[src/rtl/brj_ctrl_pkg.sv]
// Shared opcodes, FSM state encoding and branch-decode helpers for the
// branch/jump redirect controller.
package brj_ctrl_pkg;

  localparam logic [4:0] OP_BEQZ = 5'b01100;
  localparam logic [4:0] OP_BNEZ = 5'b01101;
  localparam logic [4:0] OP_BLTZ = 5'b01111;
  localparam logic [4:0] OP_J    = 5'b00100;
  localparam logic [4:0] OP_JAL  = 5'b00110;

  typedef enum logic [1:0] {IDLE, WAIT_RS, REDIR, FLUSH} state_t;

  function automatic logic is_jump(input logic [4:0] op);
    return (op == OP_J) || (op == OP_JAL);
  endfunction

  function automatic logic is_branch(input logic [4:0] op);
    return (op == OP_BEQZ) || (op == OP_BNEZ) || (op == OP_BLTZ);
  endfunction

  // Condition outcome for a conditional branch; non-branch ops never take.
  function automatic logic br_taken(input logic [4:0] op, input logic [15:0] rs);
    logic t;
    t = 1'b0;
    case (op)
      OP_BEQZ: t = (rs == 16'h0000);
      OP_BNEZ: t = (rs != 16'h0000);
      OP_BLTZ: t = rs[15];
      default: t = 1'b0;
    endcase
    return t;
  endfunction

endpackage

[src/rtl/brj_addr_calc.sv]
// Redirect target: pc_inc plus sign-extended imm8 (branch) or imm11 (jump),
// wrapping modulo 2^16.
module brj_addr_calc
  import brj_ctrl_pkg::*;
(
  input  logic [15:0] i_instr,
  input  logic [15:0] i_pc_inc,
  output logic [15:0] o_target
);

  logic [15:0] w_off;

  assign w_off    = is_jump(i_instr[15:11]) ? {{5{i_instr[10]}}, i_instr[10:0]}
                                            : {{8{i_instr[7]}},  i_instr[7:0]};
  assign o_target = i_pc_inc + w_off;

endmodule

[src/rtl/branch_redirect_ctrl.sv]
// Branch/jump resolution sequencer between decode and the fetch PC mux.
// Accepts one instr per handshake, resolves the condition (stalling for Rs
// when needed), holds a redirect until fetch acks it, then flushes.
module branch_redirect_ctrl
  import brj_ctrl_pkg::*;
#(
  parameter int FLUSH_CYCLES = 2,
  parameter int CNT_W        = 16
) (
  input  logic             clk,
  input  logic             rst_n,
  input  logic             dec_valid,
  input  logic [15:0]      dec_instr,
  input  logic [15:0]      dec_pc_inc,
  output logic             dec_ready,
  input  logic [15:0]      rs_val,
  input  logic             rs_ready,
  output logic             redirect_valid,
  output logic [15:0]      redirect_pc,
  input  logic             redirect_ack,
  output logic             flush,
  output logic             link_valid,
  output logic [15:0]      link_val,
  output logic [CNT_W-1:0] taken_cnt
);

  localparam int FW = (FLUSH_CYCLES < 1) ? 1 : $clog2(FLUSH_CYCLES + 1);

  state_t           r_state;
  logic [15:0]      r_instr;
  logic [15:0]      r_pc_inc;
  logic [FW-1:0]    r_flush_cnt;
  logic [CNT_W-1:0] r_taken_cnt;
  logic             r_link_valid;

  logic             w_accept;
  logic [4:0]       w_dec_op;
  logic [4:0]       w_cap_op;
  logic [15:0]      w_target;

  assign dec_ready = (r_state == IDLE);
  assign w_accept  = dec_valid & dec_ready;
  assign w_dec_op  = dec_instr[15:11];
  assign w_cap_op  = r_instr[15:11];

  // Target is computed from the captured copy so it stays stable in REDIR.
  brj_addr_calc u_addr_calc (
    .i_instr  (r_instr),
    .i_pc_inc (r_pc_inc),
    .o_target (w_target)
  );

  // Capture the accepted instruction; held while the FSM is busy.
  always_ff @(posedge clk or negedge rst_n) begin
    if (!rst_n) begin
      r_instr  <= '0;
      r_pc_inc <= '0;
    end else if (w_accept) begin
      r_instr  <= dec_instr;
      r_pc_inc <= dec_pc_inc;
    end
  end

  // Control FSM: branches with a ready Rs resolve in the accept cycle,
  // otherwise WAIT_RS re-evaluates the captured opcode against live Rs.
  always_ff @(posedge clk or negedge rst_n) begin
    if (!rst_n) begin
      r_state     <= IDLE;
      r_flush_cnt <= '0;
    end else begin
      case (r_state)
        IDLE: begin
          if (w_accept) begin
            if (is_jump(w_dec_op)) begin
              r_state <= REDIR;
            end else if (is_branch(w_dec_op)) begin
              if (!rs_ready)                     r_state <= WAIT_RS;
              else if (br_taken(w_dec_op, rs_val)) r_state <= REDIR;
            end
          end
        end
        WAIT_RS: begin
          if (rs_ready) r_state <= br_taken(w_cap_op, rs_val) ? REDIR : IDLE;
        end
        REDIR: begin
          if (redirect_ack) begin
            if (FLUSH_CYCLES == 0) begin
              r_state <= IDLE;
            end else begin
              r_state     <= FLUSH;
              r_flush_cnt <= FW'(FLUSH_CYCLES);
            end
          end
        end
        FLUSH: begin
          if (r_flush_cnt <= FW'(1)) begin
            r_state     <= IDLE;
            r_flush_cnt <= '0;
          end else begin
            r_flush_cnt <= r_flush_cnt - 1'b1;
          end
        end
        default: r_state <= IDLE;
      endcase
    end
  end

  // Count acknowledged redirects, sticking at all-ones.
  always_ff @(posedge clk or negedge rst_n) begin
    if (!rst_n)                                                     r_taken_cnt <= '0;
    else if ((r_state == REDIR) && redirect_ack && (r_taken_cnt != '1)) r_taken_cnt <= r_taken_cnt + 1'b1;
  end

  // JAL link write strobe, one cycle after accept.
  always_ff @(posedge clk or negedge rst_n) begin
    if (!rst_n) r_link_valid <= 1'b0;
    else        r_link_valid <= w_accept && (w_dec_op == OP_JAL);
  end

  assign redirect_valid = (r_state == REDIR);
  assign flush          = (r_state == REDIR) || (r_state == FLUSH);
  assign redirect_pc    = w_target;
  assign link_valid     = r_link_valid;
  assign link_val       = r_pc_inc;
  assign taken_cnt      = r_taken_cnt;

endmodule

[config.mk]
export PLATFORM = sky130hd
export DESIGN_NAME = branch_redirect_ctrl
export DESIGN_NICKNAME = d
export VERILOG_FILES = /design/src/rtl/brj_ctrl_pkg.sv /design/src/rtl/brj_addr_calc.sv /design/src/rtl/branch_redirect_ctrl.sv
export SDC_FILE = /design/constraint.sdc
export NUM_CORES = 1
export LEC_CHECK = 0
export ABC_AREA = 0
export BUFFER_PORTS_ARGS = -buffer_cell sky130_fd_sc_hd__buf_4
export CORE_MARGIN = 2
export CORE_UTILIZATION = 25
export CTS_CLUSTER_SIZE = 24
export DETAILED_ROUTE_END_ITERATION = 10
export GPL_TIMING_DRIVEN = 1
export PLACE_DENSITY = 0.54
export SLEW_MARGIN = 20
export SYNTH_ARGS = -nofsm -noshare
export SYNTH_HDL_FRONTEND = slang
export SYNTH_HIERARCHICAL = 1
export SYNTH_SLANG_ARGS = --single-unit
[constraint.sdc]
create_clock -name clk -period 3.4 [get_ports clk]
set_input_delay 0 -clock clk [delete_from_list [all_inputs] [get_ports clk]]
set_output_delay 0 -clock clk [all_outputs]
set_load 0.005 [all_outputs]
==> results of run 1 <==
-- power by group through the flow --
stage                     Sequential (mW)  Clock [mW]  Combinational, mW
after floorplan                      1.07           0               2.11
after global placement               1.15           0               3.33
after detailed placement             1.15           0               3.38
after CTS                            1.14       0.633               3.42
after global routing                 1.19       0.659               3.82
final                                1.14       0.608               3.45
-- state kept, by name (all words and copies together), names as in the netlist --
| register | count |
|---|---|
| link_val | 16 |
| r_instr | 16 |
| link_valid | 1 |
| taken_cnt | 16 |
| r_flush_cnt | 2 |
| r_state | 2 |
-- per-layer routing --
metal / up-vias / global-route usage [%] / wire length (um)
met3: 8 / 3.44 / 500
met1: 1452 / 17.0 / 4080
met2: 72 / 21.2 / 4480
li1: 1455 / - / -
met4: 0 / 3.42 / 104
met5: - / 0 / 0
-- cell usage after synthesis (all sizes together) (2+ instances only) --
cell type / instances
a21o: 4
a21boi: 2
or3: 2
xor2: 19
o21a: 2
and3: 2
ha: 16
clkbuf: 3
nor2b: 2
xnor2: 4
dfrtp: 53
nand3b: 2
o21ai: 14
a221oi: 3
o31ai: 2
nand3: 12
mux2i: 4
nor3b: 4
nor4b: 3
nor4: 8
inv: 9
and4: 5
nand4: 7
and2: 5
a211oi: 5
nor3: 13
nand2b: 5
buf: 10
o311ai: 2
a21oi: 17
nand2: 19
a311oi: 2
nor2: 12
mux2: 36
-- tightest hold or removal path, stage by stage --
cell     delay [ps]
buf_4           120
a21oi_1          60
o21ai_0         130
-- path summary, 6_finish.rpt --
check	from	endpoint	slack, ps	cells after the start
max in group asynchronous	rst_n	link_val[8]	2650	2
max reg2reg	taken_cnt[0]	taken_cnt[1]	1430	5
min reg2reg	r_flush_cnt[0]	r_flush_cnt[0]	480	1
min	redirect_ack	r_flush_cnt[1]	40	3
min in group asynchronous	rst_n	taken_cnt[9]	290	2
max	r_instr[15]	redirect_pc[15]	240	9
-- stage by stage --
step	setup WS (ps)	power, mW	util (%)
CTS	70.6	5.20	36.5
detailed placement	410	4.53	32.7
floorplan	888	3.18	-
global placement	492	4.48	32.7
finish	239	5.20	36.7
global route	21.1	5.66	36.7
-- area by class of cell --
| type | instances | area, sq um |
|---|---|---|
| antenna | 1 | 2.50 |
| clock inverter | 3 | 43.8 |
| timing repair buffer | 138 | 1120 |
| inverter | 9 | 33.8 |
| tap | 176 | 220 |
| clock buffer | 5 | 125 |
| fill | 1342 | 8390 |
| multi-input combinational | 244 | 1980 |
| sequential | 53 | 1330 |
-- cell families (layout without fill, tap and decap cells) --
group / Yosys count / in the layout / synth area share (%)
AO/OA/AOI/OAI: 59 / 59 / 12.2
other: 0 / 1 / 0
flip-flops: 53 / 53 / 39.1
buffers and inverters: 22 / 155 / 2.98
adder cells (fa/ha/maj): 17 / 17 / 6.48
multiplexers: 40 / 40 / 13.2
XOR/XNOR: 24 / 24 / 6.60
AND/OR/NAND/NOR: 104 / 104 / 19.5
-- repair_timing --
item | CTS | global route
endpoints found under the setup margin | 0 | 4
hold buffers | 33 | 0
resized for setup | 0 | 3
hold endpoints to repair | 85 | 0
==> impl_summary.md, run 1 <==
Finish
The relative area change from synthesis to final layout is 43.0%. Leaving out filler cells and counting taps, the final layout contains 629. The top cell types in the final layout, fill and taps aside, are buf_4 (105), dfrtp_1 (53), mux2_2 (35). The net count of the finished layout is 521. Of the cells placed in the final design, the portion with a size suffix greater than 1 is 37.4%. Summing all non-filler instances in the final layout gives an area of 0.00485 sq mm. The library cell used most frequently in the layout, excluding fill and tap cells, is buf_4.

Timing
Setup repair after global routing left no endpoint under its margin. The slew of the pin with the lowest slew margin is 699 ps. Headroom to the max-slew limit came out at 53.4%. Setup violations remaining at the end of the flow were counted as 0. The final hold violation count was 0. Across all hold checks on the routed design, the worst slack comes to 38.6 ps. The final count of pins violating max slew was 0. The share of the clock period used by the worst path after layout is 93.0%.

Timing would allow up to 316 MHz. The clock period minus worst slack is 3160 ps. The total negative slack for setup checks is 0 ps. Across the routed clock network, the largest skew measured is 7.32 ps.

Routing
After detailed routing, the average wire length per cell comes to 14.6 um. The final layout contains routed wiring with a total length of 9170 um. Before antenna repair, the detailed router went through 4 iterations. The number of remaining DRC errors is 0. The total via count after detailed routing is 2987. The first routing iteration left 92 violations. In this run the remaining antenna-violating nets after routing total 0. The post-detailed-route via-to-cell ratio is 4.75.

CTS
In this run the post-CTS setup repair buffer count came out at 0. In this run the deepest clock path goes through 2 buffers. In this run the number of H-tree levels came out at 2.

The master cell of the clock root buffer is clkbuf_16. The sink count of the clock tree is 53. At the later pin of the worst-skew pair, clock insertion delay measures 300 ps. After clock tree synthesis, the clock-pin slew on the worst setup and hold paths is 70 ps. TritonCTS built the clock tree. TritonCTS created 5 clock buffers.

Pwr
Net switching is 41.5% of the power. The part of the total power dissipated in combinational logic is 66.3%. The power spent charging and discharging nets is 2.16 mW. In this run the static leakage power is 2.22 nW. VDD sags by at most 0.284 mV. The clock network power share is 11.7%. The power density over the cells is 1070 mW/mm^2. The fraction of power consumed by sequential logic is 22.0%.

The internal portion of the total power is 3.04 mW.

Run status
The run finished with clean final reports.

Yosys
The biggest area contributor in the post-synthesis netlist is dfrtp_1. The prevailing post-synth register cell is dfrtp_1. The post-synthesis sequential element count is 53. The post-synthesis instance area is 0.00340 sq mm. The number of instances in the synthesized netlist is 319. The count of synthesis-stage warnings from yosys is 6. The count of distinct cell types in the synthesized netlist is 63. When the netlist entered floorplanning its net count stood at 389. Summing the sequential cell areas from Yosys gives 39.1% of the chip area. Dividing the synthesized area by the synthesized cell count gives 10.6 sq um. Of the post-synthesis cell area, the dominant cell type holds 39.1%. The number of flops mapped to enable cells by yosys is 0. In the post-synthesis netlist, the biggest area contributors are dfrtp_1 (39%), mux2_2 (12%), ha_1 (5.9%). The share of synthesized registers carrying an async set or reset is 100%.

Critical path
The kind of cell with the highest combined delay on the critical path is compound AO/OA/AOI/OAI gates. The slowest cell on the critical path is mux2_2. The worst path buffer plus inverter count is 1. Along the worst path, the maximum fanout reaches 8. The worst endpoint data arrival time is 3160 ps.

STA classifies the critical path endpoint as a primary output. The required time of the critical path is 3400 ps. The element type at the critical path start is a flip-flop.

The largest incremental delay on the critical path is 460 ps. Traced cell by cell, the critical path runs through nor4b_4, mux2_2, ha_2, a21oi_4, a21boi_0, o21ai_0, a221oi_2, xnor3_1, buf_4. The critical path class is reg -> out.

Die
The die covers 0.0145 sq mm. The floorplan step set the die height to 121 um. Once the floorplan was initialized, standard cells occupied 25.6% of the core. The core area is 0.0132 sq mm. The number of top-level pins is 105.

From left edge to right edge, the die measures 121 um. The floorplan has 42 rows.

Run
Max-cap violations in this run came to 0.

Global route
The via count of the first global-routing pass is 3011. Across every metal layer, demand over resource in global routing totals 13.0%. The initial antenna violation count is 1. For this run the aggregate overflow at the end of global routing stands at 0. Entering global routing, the biggest net connects 54 pins.

The first-pass GRT wire length is 15100 um.

Placement
Including well taps, the total number of placed cells is 587. The congestion estimate from routability-driven global placement came to 0.888. During placement, the flow inserted port buffers numbering 104. Detailed placement ended at an HPWL of 6720 um. The standard cell area after detailed placement is 0.00434 sq mm.

Worst hold path
The class of the tightest hold or removal check is in -> reg.
Power figures use the tool's default switching activity.
==> run 2, diff against run 1 <==
--- a/constraint.sdc
+++ b/constraint.sdc
@@ -3,2 +3,2 @@
 set_output_delay 0 -clock clk [all_outputs]
-set_load 0.005 [all_outputs]
+set_load 0.01 [all_outputs]
==> run 2 against run 1 <==
Effect of this change:
- clock skew down 1.8 ps
- first-iteration DRC count up 12%
- final cell count down 0.16%
- sequential power about the same
- critical path type unchanged
- global-route usage down 0.17 points
- total power up 3.0%
- combinational power up 6.7%
- register-to-register slack about the same
- fmax up 0.70%
==> impl_summary.md, run 2 (synthesis gave the netlist of run 1 again) <==
Run status
The flow ran to the end, and the final reports show no timing, DRC or antenna violations.

Worst hold path
The worst hold path was traced through 3 stages. For hold timing, the worst endpoint is r_state[0]. The class of the tightest hold or removal check is in -> reg. In this run the most critical hold path is launched from dec_valid.

Global route
The initial antenna violation count is 0. Global routing used 12.8% of the available tracks. For this run the aggregate overflow at the end of global routing stands at 0. Entering global routing, the biggest net connects 54 pins.

The via count of the first global-routing pass is 3009. The first-pass GRT wire length is 14900 um.

Timing
Setup violations remaining at the end of the flow were counted as 0. The highest clock rate is 319 MHz. In this run the tightest slew margin relative to its limit is 53.4%. The clock period minus worst slack is 3140 ps. The final hold violation count is 0.

Clock skew on the completed layout was measured at 5.54 ps. The total negative slack for setup checks is 0 ps. Setup repair after global routing left no endpoint under its margin.

The share of the clock period used by the worst path after layout is 92.3%. At the pin with the least slew margin, the transition time is 699 ps. The final count of pins violating max slew is 0.

CTS
The root buffer cell chosen for the clock tree is clkbuf_16. TritonCTS built the clock tree. CTS saw 53 sinks.

The clock reaches the later pin of the worst-skew pair after 300 ps. The post-CTS setup-driven buffer insertion count is 0. The maximum count of clock buffers along a single path is 2.

Clock tree synthesis inserted a total of 5 buffers. The H-tree generated during clock tree synthesis spans 2 levels. The clock transition at the registers of the reported paths is 80 ps.

Critical path
The worst register-to-register path begins at taken_cnt[0]. The worst setup path is launched from a flip-flop. The endpoint of the lowest-slack register-to-register path is taken_cnt[1].

The critical-path maximum fanout is 8. The worst setup path is of the reg -> out kind. The required time of the critical path is 3400 ps. The worst reg2reg path depth is 5.

The slack of the worst reg-to-reg path is 1430 ps. The kind of capture point of the worst setup path is a primary output. STA puts the critical path data arrival time at 3140 ps.

Die
The die footprint is 0.0145 sq mm. For this design the top-level I/O count stands at 105. The floorplan die height is 121 um. For this configuration, the core starts out at a cell density of 25.6%.

The die boundary width is 121 um. The number of rows created at floorplan is 42. The core region is 0.0132 sq mm.

Routing
Summed over all layers, the routed wires come to 8980 um. In the final routed layout, each cell accounts on average for 14.3 um. The number of nets with antenna violations after routing is 0. The number of DRC markers after the initial detailed-route iteration is 103. The total via count after detailed routing is 2954. The post-detailed-route via-to-cell ratio is 4.70. The iteration count of the initial detailed-routing pass is 6. The number of remaining DRC errors is 0.

Finish
Of the cells placed in the final design, the portion with a size suffix greater than 1 is 37.4%. From synthesis to final layout, the design area changed by 42.3%. The final net count is 521. 0 antenna diodes ended up in the layout. In the layout the commonest cells are buf_4 (105), dfrtp_1 (53), mux2_2 (35). For this run, the share of the core covered by cells in the final layout is 36.5%. Leaving out fill and tap cells, the most frequent cell in the layout is buf_4. The filler cells instantiated in the layout total 1359.

Pwr
The power spent charging and discharging nets is 2.37 mW. Net switching is 44.2% of the power. In this run, flip-flops and latches consume 21.2% of the power. In this run the power density over the cells is 1110 mW/mm^2. IR analysis of the VDD net gives a maximum drop of 0.309 mV. The analysis attributes to cell leakage a power of 2.21 nW. The internal power component is 2.99 mW.

Of the total power, combinational logic draws 68.8%. The clock network is responsible for 10.0% of the overall power.

Placement
The port buffer count is 104. The HPWL after detailed placement is 6770 um. The weighted congestion reported at the end of routability-driven placement is 0.873.

Run
The tool flagged a number of max-cap violations equal to 0.
[run 2: changes by cell type in the layout (fill, tap and decap cells not counted)]
cell	previous run	this run
clkinv_4	0	1
clkinv_2	1	0
bufinv_16	1	0
clkinvlp_4	0	1
diode_2	1	0
[run 2: metal layers]
metal	wire [um]	vias up	track usage, %	part of all wire, %
met1	4140	1414	16.6	46
li1	-	1454	-	-
met3	455	11	3.40	5.1
met4	132	0	3.71	1.5
met2	4240	75	20.9	47
met5	0	-	0	0
[run 2: power groups by stage]
stage          Clock (mW)  Combinational (mW)  Sequential (mW)
6_report            0.535                3.68             1.14
5_1_grt             0.587                4.06             1.18
4_1_cts             0.564                3.66             1.14
3_5_place_dp            0                3.62             1.15
3_3_place_gp            0                3.56             1.15
2_1_floorplan           0                2.28             1.12
[run 2: layout make-up]
cell class / count / area (sq um) / area share [%]
sequential: 53 / 1330 / 27.4
multi-input combinational: 244 / 1980 / 41.1
tap: 176 / 220 / 4.56
clock inverter: 3 / 25.0 / 0.518
clock buffer: 5 / 125 / 2.59
inverter: 9 / 33.8 / 0.699
timing repair buffer: 138 / 1120 / 23.1
[run 2: worst max-delay path, cell delays in order (launching register included)]
cell and delay [ps]:
dfrtp_1 420, nor4b_4 400, mux2_2 460, ha_2 350, a21oi_4 180, a21boi_0 180
o21ai_0 110, a221oi_2 320, xnor3_1 270, buf_4 150
[run 2: how the worst max path moves through the flow]
stage                           start              end  cells after the start
after floorplan           r_instr[11]  redirect_pc[14]                      9
after global routing      r_instr[15]  redirect_pc[14]                      9
after global placement    r_instr[11]  redirect_pc[15]                      9
after CTS                 r_instr[11]  redirect_pc[15]                      9
final                     r_instr[15]  redirect_pc[15]                      9
after detailed placement  r_instr[11]  redirect_pc[15]                      9
[run 2: repair_timing]
action / 4_1_cts / 5_1_grt
hold endpoints to repair: 85 / 0
endpoints found under the setup margin: 0 / 4
hold buffers: 33 / 0
gates resized for setup: 0 / 3
[run 2: metrics by stage]
stage	setup slack [ps]	std cells	hold slack, ps	cell area (sq um)	total power [mW]
after floorplan	854	319	-296	3400	3.40
after global placement	484	587	106	4340	4.71
after detailed placement	425	587	106	4340	4.77
after CTS	74.4	628	35.9	4820	5.36
after global routing	32.5	628	47.5	4830	5.83
final	262	628	47.5	4830	5.36
==> run 3, diff against run 2 <==
Settings changed: PLACE_DENSITY 0.54 to not set, RECOVER_POWER set to 25.
==> run 3 against run 2 <==
Effect of this change:
- core utilization down 0.46 points
- global-route usage about the same
- sequential cell count unchanged
- sequential share of layout area up 0.35 points
- largest power group unchanged
==> impl_summary.md, run 3 (synthesis gave the netlist of run 1 again) <==
Run status
The run finished with clean final reports.

Global route
The initial antenna violation count is 0. Global routing consumed, over all layers together, 12.7% of the routing resources. The total congestion overflow after global routing is 0.

The via count of the first global-routing pass came to 3186. The largest net degree at the start of global routing is 54. The first global-routing pass estimated 15100 um of wire.

CTS
The clock transition at the registers of the reported paths is 70 ps. The sink count of the clock tree is 53. The number of clock buffers added by TritonCTS is 5. No sink is reached through more buffers than the 2 on the longest clock path. The clock reaches the later pin of the worst-skew pair after 290 ps. The number of H-tree levels is 2.

The CTS tree is yes. The tree is rooted in a clkbuf_16.

Critical path
The worst endpoint data arrival time is 3160 ps. The critical-path maximum fanout is 7. The critical path class is reg -> out. The kind of capture point of the worst setup path is a primary output. STA classifies the critical path startpoint as a flip-flop. The required time of the critical path is 3400 ps.

Placement
The standard cell area after detailed placement is 0.00434 sq mm. The half-perimeter wire length after detailed placement is 6680 um. The congestion estimate from routability-driven global placement came to 0.850. In this run the tool buffered the top-level ports with 104 buffer cells.

Timing
The total negative slack for setup checks is 0 ps. The highest clock rate is 316 MHz. Setup repair after global routing left no endpoint under its margin. The setup skew after layout is 6.03 ps. The setup violation total in the final timing report is 0. The final hold violation count is 0. The clock period minus worst slack is 3160 ps.

At the pin with the least slew margin, the transition time is 1320 ps. The final count of pins violating max slew came to 0. The worst-case headroom to the max-slew limit is 11.8%. Of the available clock period, the critical path in the final layout requires 93.1%.

Routing
The number of remaining DRC errors is 0. After detailed routing, the average wire length per cell comes to 14.2 um. Summed over all layers, the routed wires come to 8940 um. The detail route stage leaves a number of antenna-violating nets equal to 0. The iteration count of the initial detailed-routing pass is 4.

The detailed router finished its first iteration with 113 violations. Across all layers, the routed design uses 2973 vias. In the routed layout, each cell is associated on average with a via count of 4.73.

Finish
After the last flow step, the layout net total stands at 522. The final design utilization is 36.0%. In the final layout, the share of cells above drive strength 1 is 33.8%. The repair_antennas step left the layout with diodes totalling 0. In the layout the commonest cells are buf_4 (88), dfrtp_1 (53), mux2_2 (35). The most common cell after layout, fill and taps aside is buf_4.

The relative area change from synthesis to final layout is 40.5%. The total non-filler cell area in the finished layout is 0.00477 sq mm.

Pwr
The leakage component of the power is 2.15 nW. Of the total power, registers draw 21.6%. The internal portion of the total power is 2.94 mW. The power density over the cells is 1110 mW/mm^2.

Summed over all nets, the switching power comes to 2.34 mW. In this run, the combinational gates consume 68.7% of the power. The clock network power share is 9.8%. Overall power consumption after layout is estimated at 5.28 mW.

The worst-case IR drop observed on VDD is 0.355 mV. In this run switching power makes up 44.3% of total power.

Die
Measured along the x axis, the die boundary spans 121 um. For this design the top-level I/O count stands at 105. The core area is 0.0132 sq mm. The initial cell density of the core is 25.6%. The number of rows created at floorplan is 42. The die is 121 um tall. The die covers 0.0145 sq mm.

Run
The tool flagged a number of max-cap violations equal to 0.

Worst hold path
In this run the worst hold path is classified as in -> reg.
[run 3: repair_timing]
item | in CTS | in global routing
endpoints found under the setup margin | 0 | 4
resized for setup | 0 | 5
hold buffers | 33 | 0
setup buffers | 0 | 1
endpoints found under the hold margin | 85 | 0
[run 3: routing by layer]
metal  global-route usage (%)  up-vias  wire length (um)
met5                        0        -                 0
met3                     2.50       11               412
li1                         -     1459                 -
met4                     3.85        0               127
met2                     22.6       78              4520
met1                     15.5     1425              3870
[run 3: worst paths after layout]
check	from	to	slack, ps	depth (start not counted)
setup / recovery	r_instr[15]	redirect_pc[15]	240	10
hold / removal	dec_valid	r_state[0]	50	3
setup reg to reg	taken_cnt[0]	taken_cnt[1]	1430	5
hold reg to reg	r_flush_cnt[0]	r_flush_cnt[0]	470	1
max in group asynchronous	rst_n	r_instr[4]	2060	2
min in group asynchronous	rst_n	taken_cnt[8]	530	2
[run 3: area by class of cell]
class | instances | area [sq um]
Fill cell | 1378 | 8470
Inverter | 9 | 33.8
Timing Repair Buffer | 139 | 1060
Sequential cell | 53 | 1330
Tap cell | 176 | 220
Multi-Input combinational cell | 244 | 1990
Clock buffer | 7 | 143
[run 3: critical path, stage by stage (launching register included)]
cell	delay, ps
dfrtp_1	410
nor4b_4	380
buf_4	170
mux2_2	330
ha_1	380
and2_4	210
a21boi_0	150
o21ai_0	110
a221oi_2	310
xnor3_1	260
buf_4	150
[run 3: metrics by stage]
stage | hold WS [ps] | instances | setup WS, ps
floorplan | -296 | 319 | 854
global placement | 99.5 | 587 | 498
detailed placement | 94.8 | 587 | 475
CTS | 32.0 | 627 | 133
global route | 69.9 | 628 | 26.1
finish | 45.1 | 628 | 236
[run 3: power groups by stage]
| stage | Combinational [mW] | Sequential, mW | Clock, mW |
|---|---|---|---|
| finish | 3.63 | 1.14 | 0.515 |
| global route | 3.99 | 1.19 | 0.565 |
| CTS | 3.64 | 1.14 | 0.541 |
| detailed placement | 3.60 | 1.15 | 0 |
| global placement | 3.54 | 1.15 | 0 |
| floorplan | 2.28 | 1.12 | 0 |
